--- config.mk ---
export PLATFORM = sky130hd
export DESIGN_NAME = dpram_port_arbiter
export DESIGN_NICKNAME = d
export VERILOG_FILES = /design/src/rtl/dpram_arb_pkg.sv /design/src/rtl/rr_arbiter.sv /design/src/rtl/dpram_port_arbiter.sv
export SDC_FILE = /design/constraint.sdc
export NUM_CORES = 1
export LEC_CHECK = 0
export CAP_MARGIN = 20
export CORE_UTILIZATION = 44
export CTS_BUF_LIST = sky130_fd_sc_hd__clkbuf_4
export CTS_CLUSTER_SIZE = 28
export DETAILED_ROUTE_END_ITERATION = 10
export PLACE_DENSITY_LB_ADDON = 0.2
export SLEW_MARGIN = 20
export SYNTH_ARGS = -nofsm -noshare
export SYNTH_HDL_FRONTEND = slang
export SYNTH_SLANG_ARGS = --single-unit
export TNS_END_PERCENT = 1
--- constraint.sdc ---
create_clock -name clk -period 4.05 [get_ports clk]
set_input_delay 0.6075 -clock clk [delete_from_list [all_inputs] [get_ports clk]]
set_output_delay 0.6075 -clock clk [all_outputs]
set_load 0.1 [all_outputs]
--- src/rtl/dpram_arb_pkg.sv ---
// dpram_arb_pkg: shared entry types and helpers for the RAM port arbiter
package dpram_arb_pkg;
    localparam int ID_MAX_W   = 8;
    localparam int ADDR_MAX_W = 16;

    typedef struct packed {
        logic                valid;
        logic [ID_MAX_W-1:0] id;
    } pipe_entry_t;

    typedef struct packed {
        logic                  valid;
        logic [ADDR_MAX_W-1:0] addr;
    } trk_entry_t;

    function automatic int rr_next(input int idx, input int n = 4);
        return (idx + 1) % n;
    endfunction
endpackage

--- src/rtl/rr_arbiter.sv ---
// rr_arbiter: one-hot round-robin pick starting just after the last winner
module rr_arbiter import dpram_arb_pkg::*; #(
    parameter int NUM_REQ  = 4,
    parameter int ID_WIDTH = $clog2(NUM_REQ)
) (
    input  logic [NUM_REQ-1:0]  req,
    input  logic [ID_WIDTH-1:0] ptr,
    output logic [NUM_REQ-1:0]  gnt,
    output logic [ID_WIDTH-1:0] idx
);
    logic [ID_WIDTH-1:0] k;

    // scan farthest-first so the requester nearest after ptr overwrites and wins
    always_comb begin
        gnt = '0;
        idx = '0;
        k   = '0;
        for (int i = NUM_REQ - 1; i >= 0; i--) begin
            k = ID_WIDTH'(rr_next(int'(ptr) + i, NUM_REQ));
            if (req[k]) begin
                gnt = NUM_REQ'(1) << k;
                idx = k;
            end
        end
    end
endmodule

--- src/rtl/dpram_port_arbiter.sv ---
// dpram_port_arbiter: round-robin sharing of one latency-RAM port with read-after-write protection
module dpram_port_arbiter import dpram_arb_pkg::*; #(
    parameter int NUM_REQ    = 4,
    parameter int DATA_WIDTH = 8,
    parameter int MEM_DEPTH  = 16,
    parameter int ADDR_WIDTH = $clog2(MEM_DEPTH),
    parameter int WR_LATENCY = 1,
    parameter int RD_LATENCY = 1,
    parameter int ID_WIDTH   = $clog2(NUM_REQ)
) (
    input  logic                          clk,
    input  logic                          rst,
    input  logic [NUM_REQ-1:0]            i_req,
    input  logic [NUM_REQ-1:0]            i_we,
    input  logic [NUM_REQ*ADDR_WIDTH-1:0] i_addr,
    input  logic [NUM_REQ*DATA_WIDTH-1:0] i_din,
    output logic [NUM_REQ-1:0]            o_gnt,
    output logic                          o_rvalid,
    output logic [ID_WIDTH-1:0]           o_rid,
    output logic [DATA_WIDTH-1:0]         o_rdata,
    output logic                          o_ram_en,
    output logic                          o_ram_we,
    output logic [ADDR_WIDTH-1:0]         o_ram_addr,
    output logic [DATA_WIDTH-1:0]         o_ram_din,
    input  logic [DATA_WIDTH-1:0]         i_ram_dout
);
    logic [ID_WIDTH-1:0]   ptr, win;
    logic [NUM_REQ-1:0]    elig;
    logic                  acc, sel_we;
    logic [ADDR_WIDTH-1:0] sel_addr;
    logic [DATA_WIDTH-1:0] sel_din;
    trk_entry_t            trk  [WR_LATENCY+1];
    pipe_entry_t           pipe [RD_LATENCY+1];

    // a read is held back while any uncommitted write targets its address
    always_comb begin
        elig = '0;
        for (int k = 0; k < NUM_REQ; k++) begin
            elig[k] = i_req[k];
            for (int j = 0; j <= WR_LATENCY; j++)
                if (!i_we[k] && trk[j].valid && trk[j].addr == ADDR_MAX_W'(i_addr[k*ADDR_WIDTH +: ADDR_WIDTH]))
                    elig[k] = 1'b0;
        end
    end

    rr_arbiter #(.NUM_REQ(NUM_REQ), .ID_WIDTH(ID_WIDTH)) u_rr (
        .req(elig),
        .ptr(ptr),
        .gnt(o_gnt),
        .idx(win)
    );

    assign acc = |o_gnt;

    // mux the winning requester's command fields
    always_comb begin
        sel_we   = 1'b0;
        sel_addr = '0;
        sel_din  = '0;
        for (int k = 0; k < NUM_REQ; k++)
            if (o_gnt[k]) begin
                sel_we   = i_we[k];
                sel_addr = i_addr[k*ADDR_WIDTH +: ADDR_WIDTH];
                sel_din  = i_din[k*DATA_WIDTH +: DATA_WIDTH];
            end
    end

    // issue the accepted command to the RAM port and remember the winner
    always_ff @(posedge clk or posedge rst)
        if (rst) begin
            ptr        <= ID_WIDTH'(NUM_REQ - 1);
            o_ram_en   <= 1'b0;
            o_ram_we   <= 1'b0;
            o_ram_addr <= '0;
            o_ram_din  <= '0;
        end else begin
            o_ram_en <= acc;
            o_ram_we <= acc & sel_we;
            if (acc) begin
                ptr        <= win;
                o_ram_addr <= sel_addr;
                o_ram_din  <= sel_din;
            end
        end

    // hazard tracker: accepted writes age out once committed in the RAM
    always_ff @(posedge clk or posedge rst)
        if (rst) begin
            for (int j = 0; j <= WR_LATENCY; j++) trk[j] <= '0;
        end else begin
            trk[0] <= '{valid: acc & sel_we, addr: ADDR_MAX_W'(sel_addr)};
            for (int j = 1; j <= WR_LATENCY; j++) trk[j] <= trk[j-1];
        end

    // read tag pipe aligned with RAM read latency
    always_ff @(posedge clk or posedge rst)
        if (rst) begin
            for (int j = 0; j <= RD_LATENCY; j++) pipe[j] <= '0;
        end else begin
            pipe[0] <= '{valid: acc & ~sel_we, id: ID_MAX_W'(win)};
            for (int j = 1; j <= RD_LATENCY; j++) pipe[j] <= pipe[j-1];
        end

    // return read data tagged with its requester
    always_ff @(posedge clk or posedge rst)
        if (rst) begin
            o_rvalid <= 1'b0;
            o_rid    <= '0;
            o_rdata  <= '0;
        end else begin
            o_rvalid <= pipe[RD_LATENCY].valid;
            if (pipe[RD_LATENCY].valid) begin
                o_rid   <= ID_WIDTH'(pipe[RD_LATENCY].id);
                o_rdata <= i_ram_dout;
            end
        end
endmodule

==> impl_metrics.json, run 1 <==
{
  "die_w_um": 86.55,
  "ctsHoldBuffers": 0,
  "worstMarginPinSlew_ns": 0.9755,
  "multi_input_area_um2": 1973,
  "clk_pin_slew_ns": 0.13,
  "crit_path_end_kind": "output port",
  "antenna_found_initial": 0,
  "drv_cap": 0,
  "wirelength_mm": 9.499,
  "ys_warn_count": 0,
  "synth_cells": 302,
  "r2r_cells": 9,
  "nets": 491,
  "crit_slowest_cell": "mux4_2",
  "max_freq_mhz": 254.5,
  "crit_type": "in -> out",
  "rsz0062_at_grt": "yes",
  "finalSetupViolCount": 0,
  "grt_use_met1": 0.3710,
  "fin_skew_ns": 0.01292,
  "gp_congestion": 0.9287,
  "use_met2": 0.4250,
  "grt_start_max_net_pins": 43,
  "port_buffers": 94,
  "ys_top_cells_by_area": "dfrtp_1, xnor2_1, xor2_1",
  "cts_tree": "done",
  "post_dp_cell_area_um2": 4400,
  "cts_resized": 0,
  "cts_setup_buffers": 0,
  "hp-class": "reg -> reg",
  "cp.required_ns": 3.44,
  "critPathMaxStageDelay_ns": 0.54,
  "rr_startpoint": "ptr[1]",
  "grt-busiest-layer": "met2",
  "stdcell_area_um2": 4486,
  "synth_area_um2": 3146,
  "finalHoldViolCount": 0,
  "drive_above_1_share": 0.2201,
  "ys_seq_elements": 42,
  "htreeDepth": 2,
  "crit_buf_inv": 3,
  "syn_avg_cell_area_um2": 10.42,
  "synth_top_cell_area_share": 0.3182,
  "fin_crit_ns": 3.929,
  "die-area_um2": 7491,
  "synth_commonest_cells": "dfrtp_1, nor3_1, nand3_1",
  "fp-row-count": 30,
  "synth_simple_gate_area_frac": 0.1559,
  "ys_seq_area_frac": 0.3349,
  "regArea_um2": 1054,
  "r2r-end": "o_ram_addr[1]",
  "cp-start-kind": "input pin",
  "period_share": 0.9702,
  "start_util": 0.4604,
  "n_antenna_cell": 0,
  "synth_edf_count": 0,
  "synth-compound-area-share": 0.2928,
  "clkSinkCount": 42,
  "fp.coreArea_um2": 6832,
  "hold_end": "pipe[1]",
  "synth.most_common_cell": "dfrtp_1",
  "synth_ff_type": "dfrtp_1",
  "drtAntennaViolNets": 0,
  "muxShareOfSynthArea": 0.05012,
  "rrSetupSlack_ns": 0.57,
  "cts_made_buffers": 5,
  "outcome": "complete, no violations",
  "synthArstFlopShare": 1.000,
  "grt_pass1_vias": 3053,
  "pin_count": 95,
  "synthDistinctLibCells": 55,
  "grt_pass1_wl_mm": 15.47,
  "grt_use_met3": 0.05238,
  "nFillCells": 590,
  "wire_per_inst_um": 18.48,
  "path_max_fanout": 6,
  "crit_family": "compound AO/OA/AOI/OAI gates",
  "crit_chain": "clkdlybuf4s50_1, xor2_1, o41ai_4, nor2_2, mux4_2, o21ba_4, a311oi_2, or2_1, clkinv_2, buf_12",
  "routed_via_density": 5.930,
  "slew_headroom": 0.3476,
  "die_h_um": 86.55,
  "post-route-drc-count": 0,
  "maxSlewViolCount": 0,
  "grt_usage": 0.2689,
  "syn_to_final_growth_pct": 42.60,
  "vias": 3048,
  "clock_latency_ns": 0.37,
  "synth_top_family_by_area": "compound AO/OA/AOI/OAI gates",
  "cp.arrival_ns": 3.32,
  "first_pass_iters": 5,
  "dp_hpwl_mm": 7.182,
  "cts-root-buf": "clkbuf_4",
  "worstHoldStart": "pipe[10]",
  "hold_depth": 0,
  "drt_iter0_markers": 249,
  "synth_xor_area_frac": 0.08910,
  "grt-ovfl-total": 0,
  "synth_adder_area_share": 0.03182,
  "synth_top_cell_by_area": "dfrtp_1",
  "syn-num-nets": 376,
  "cts_buffer_depth": 2
}
==> kinds of logic after synthesis <==
logic type | after synthesis
multiplexers | 13
flip-flops | 42
XOR/XNOR | 32
buffers and inverters | 30
AND/OR/NAND/NOR | 78
AO/OA/AOI/OAI | 99
adder cells (fa/ha/maj) | 8
==> worst max path at each step <==
stage               slack (ns)             to  depth (start not counted)        from
CTS                       0.06       o_gnt[3]                         10   i_addr[2]
floorplan                -0.28  o_ram_addr[3]                         13      ptr[0]
global route             -0.01       o_gnt[2]                         11   i_addr[3]
finish                    0.12       o_gnt[2]                         10  i_addr[13]
global placement          0.06         ptr[0]                         13   i_addr[9]
detailed placement        0.02         ptr[0]                         13   i_addr[9]
==> layout by cell type, fill, tap and decap left out, drive strengths merged, types with 2 or more instances in the layout <==
master,Yosys,routed
a211oi,3,3
a21o,8,8
a21oi,9,9
a221o,12,12
a311oi,7,7
a31oi,8,8
buf,7,38
clkbuf,13,5
clkdlybuf4s50,0,89
clkinv,1,2
clkinvlp,0,2
dfrtp,40,40
dfstp,2,2
ha,8,8
inv,9,9
mux2,12,12
nand2,6,6
nand3,18,18
nand3b,4,4
nor2,15,15
nor3,19,19
nor3b,3,3
nor4b,4,4
o211ai,7,7
o21ai,7,7
o21bai,2,2
o221ai,14,14
o32ai,10,10
o41ai,5,5
or2,5,5
xnor2,16,16
xor2,16,16
==> final cells by class <==
cell class,instances,area share
flip-flops and latches,42,0.2349
clock inverters,3,0.005300
well taps,96,0.02678
clock buffers,5,0.008368
inverters,10,0.008647
repair buffers,128,0.2762
multi-input cells,230,0.4399
==> flip-flops by register name, summed over array words and instances, names as in the netlist <==
name and flops:
o_rvalid 1, o_rid 2, trk 10, o_ram_din 8
pipe 6, o_ram_addr 4, o_rdata 8, o_ram_en 1
ptr 2
==> metal layers <==
layer,part of all wire,vias to the layer above
li1,-,1411
met1,0.44,1457
met2,0.47,166
met3,0.079,14
met4,0.015,0
met5,0,-
==> stage by stage <==
step	util	instances	worst slack (ns)	hold WS, ns	setup TNS [ns]
final	0.6566	514	0.1209	0.3631	0
after global routing	0.6566	514	-0.01493	0.3749	-0.01493
after CTS	0.6531	514	0.05584	0.3667	0
after detailed placement	0.6441	506	0.02474	0.3356	0
after global placement	0.6441	506	0.06107	0.3324	0
after floorplan	-	302	-0.2778	0.3312	-3.373
Power of run 1 is left out: the tool's default activity adds up to more than one toggle a clock period on the data nets, which glitch-free logic cannot reach.
==> run 2: changes to the inputs <==
HOLD_SLACK_MARGIN = 0.03   (was not set)
==> results of run 2 <==
Same layout as run 1: the final DEF is identical, and so are final timing and power.
Power of run 2 is left out for the same reason.
==> run 3: changes to the inputs <==
ABC_CLOCK_PERIOD_IN_PS = 4050   (was not set)
CORE_UTILIZATION = 35   (was 44)
SYNTH_HIERARCHICAL = 1   (was not set)
==> run 3 against run 2 <==
Compared with the run above:
- critical path depth up 1
- core utilization down 8.1 points
- clock skew up 0.0034 ns
- sequential cell count unchanged
- worst hold slack worse by 0.011 ns
- die area up 3.3%
- largest cell class unchanged
==> impl_metrics.json, run 3 <==
{
  "ys_seq_elements": 42,
  "path_max_fanout": 4,
  "fp-row-count": 30,
  "cp.arrival_ns": 3.36,
  "finalHoldViolCount": 0,
  "mostFrequentLayoutCells": "clkdlybuf4s50_1, dfrtp_1, buf_4",
  "synth_ff_type": "dfrtp_1",
  "worstSetupEndpoint": "o_gnt[2]",
  "synthArstFlopShare": 1.000,
  "first_pass_iters": 5,
  "ys_seq_area_frac": 0.4072,
  "drt_iter0_markers": 117,
  "rsz0062_at_grt": "no",
  "cp.required_ns": 3.44,
  "syn-num-nets": 319,
  "regMostFlops": "trk",
  "largest_register_ffs": 10,
  "cts_tree": "done",
  "max_freq_mhz": 251.9,
  "synth_top_cell_area_share": 0.3868,
  "dp_cells": 448,
  "ctsHoldBuffers": 0,
  "drive_above_1_share": 0.2088,
  "maxSlewViolCount": 0,
  "post-route-drc-count": 0,
  "ys_top_cells_by_area": "dfrtp_1, mux2_2, xnor2_1",
  "hp-class": "reg -> reg",
  "die_w_um": 87.98,
  "grt_pass1_vias": 2343,
  "synth_cells": 245,
  "port_buffers": 94,
  "cts_buffer_depth": 2,
  "fin_skew_ns": 0.01637,
  "reg_top3": "trk: 10 flops, o_ram_din: 8 flops, o_rdata: 8 flops",
  "drtAntennaViolNets": 0,
  "rr_startpoint": "trk[18]",
  "cp-start-kind": "input pin",
  "synth.most_common_cell": "dfrtp_1",
  "cts_made_buffers": 5,
  "nFillCells": 608,
  "clk_pin_slew_ns": 0.14,
  "ys_warn_count": 6,
  "clock_latency_ns": 0.36,
  "stdcell_count": 460,
  "finalSetupViolCount": 0,
  "grt_pass1_wl_mm": 11.37,
  "start_util": 0.3706,
  "synth_area_um2": 2587,
  "pin_count": 95,
  "clkSinkCount": 42,
  "synth_top_cell_by_area": "dfrtp_1",
  "grt_start_max_net_pins": 43,
  "period_share": 0.9801,
  "drv_cap": 0,
  "fp.coreArea_um2": 6982,
  "vias": 2405,
  "slew_headroom": 0.3310,
  "crit_path_start": "i_addr[2]",
  "crit_path_end_kind": "output port",
  "wire_per_inst_um": 16.22,
  "syn_to_final_growth_pct": 55.37,
  "cts-root-buf": "clkbuf_4",
  "worstMarginPinSlew_ns": 1.000,
  "r2r_cells": 12,
  "synth_commonest_cells": "dfrtp_1, mux2_2, nand2_1, xnor2_1, xor2_1",
  "synth_edf_count": 0,
  "final_common_cell": "clkdlybuf4s50_1",
  "die_h_um": 87.98,
  "htreeDepth": 2,
  "syn_avg_cell_area_um2": 10.56,
  "fin_crit_ns": 3.969,
  "grt_usage": 0.1947,
  "r2r-end": "o_ram_addr[3]",
  "wirelength_mm": 7.460,
  "crit_type": "in -> out",
  "dp_hpwl_mm": 5.734,
  "rrSetupSlack_ns": 0.51,
  "nets": 437,
  "routed_via_density": 5.228,
  "antenna_found_initial": 0,
  "n_antenna_cell": 0,
  "gp_congestion": 0.8727,
  "synthDistinctLibCells": 44,
  "grt-ovfl-total": 0,
  "die-area_um2": 7740,
  "outcome": "complete, no violations"
}
==> run 3: layout make-up <==
cell class                      instances  area [um2]  area share
Clock buffer                            5       37.54    0.009337
Sequential cell                        42        1055      0.2624
Timing Repair Buffer                  124        1225      0.3047
Clock inverter                          3       23.77    0.005913
Inverter                               12       45.04     0.01120
Tap cell                               96       120.1     0.02988
Multi-Input combinational cell        178        1514      0.3766
==> run 3: stage by stage <==
| stage | hold WS, ns | worst slack [ns] | util | instance area [um2] | setup TNS (ns) |
|---|---|---|---|---|---|
| 2_1_floorplan | 0.3312 | -0.09430 | - | 2675 | -0.2591 |
| 3_3_place_gp | 0.3343 | -0.03666 | 0.5581 | 3896 | -0.2365 |
| 3_5_place_dp | 0.3358 | -0.09960 | 0.5581 | 3896 | -1.346 |
| 4_1_cts | 0.3618 | 0.02072 | 0.5676 | 3963 | 0 |
| 5_1_grt | 0.3762 | 0.003033 | 0.5758 | 4020 | 0 |
| 6_report | 0.3518 | 0.08079 | 0.5758 | 4020 | 0 |
==> run 3: cell families (layout without fill, tap and decap cells) <==
kind of cell	after synthesis	in the layout	share of synthesized area
multiplexers	22	22	0.09526
adder cells (fa/ha/maj)	8	8	0.03869
flip-flops	42	42	0.4072
XOR/XNOR	32	32	0.1083
buffers and inverters	25	144	0.04981
AO/OA/AOI/OAI	67	67	0.1920
AND/OR/NAND/NOR	49	49	0.1088
==> run 3: routing by layer <==
| metal | share of wire | track usage |
|---|---|---|
| met1 | 0.41 | 0.2378 |
| met4 | 0.020 | 0.07601 |
| met3 | 0.056 | 0.04147 |
| met2 | 0.51 | 0.3347 |
| met5 | 0 | 0 |
==> run 3: worst min-delay path by stage <==
| stage | start | to | slack, ns | cells after the start |
|---|---|---|---|---|
| floorplan | pipe[9] | pipe[0] | 0.33 | 0 |
| finish | pipe[17] | pipe[8] | 0.35 | 0 |
| global placement | pipe[9] | pipe[0] | 0.33 | 0 |
| CTS | pipe[17] | pipe[8] | 0.36 | 0 |
| global route | pipe[9] | pipe[0] | 0.38 | 0 |
| detailed placement | pipe[17] | pipe[8] | 0.34 | 0 |
==> run 3: worst max-delay path, stage by stage <==
cell and delay (ns):
clkdlybuf4s50_1 0.47, xnor2_1 0.16, nand3b_1 0.14, o41ai_2 0.08
a41oi_1 0.33, mux2i_2 0.14, or4_4 0.55, a211o_1 0.34
a41oi_4 0.23, buf_12 0.14, buf_12 0.16
==> run 3: repair_timing <==
action	4_1_cts	5_1_grt
setup endpoints to repair	4	4
resized for setup	3	6
buffers inserted	0	4
hold endpoints to repair	0	0
pin swaps	2	3
Power of run 3 is left out for the same reason.
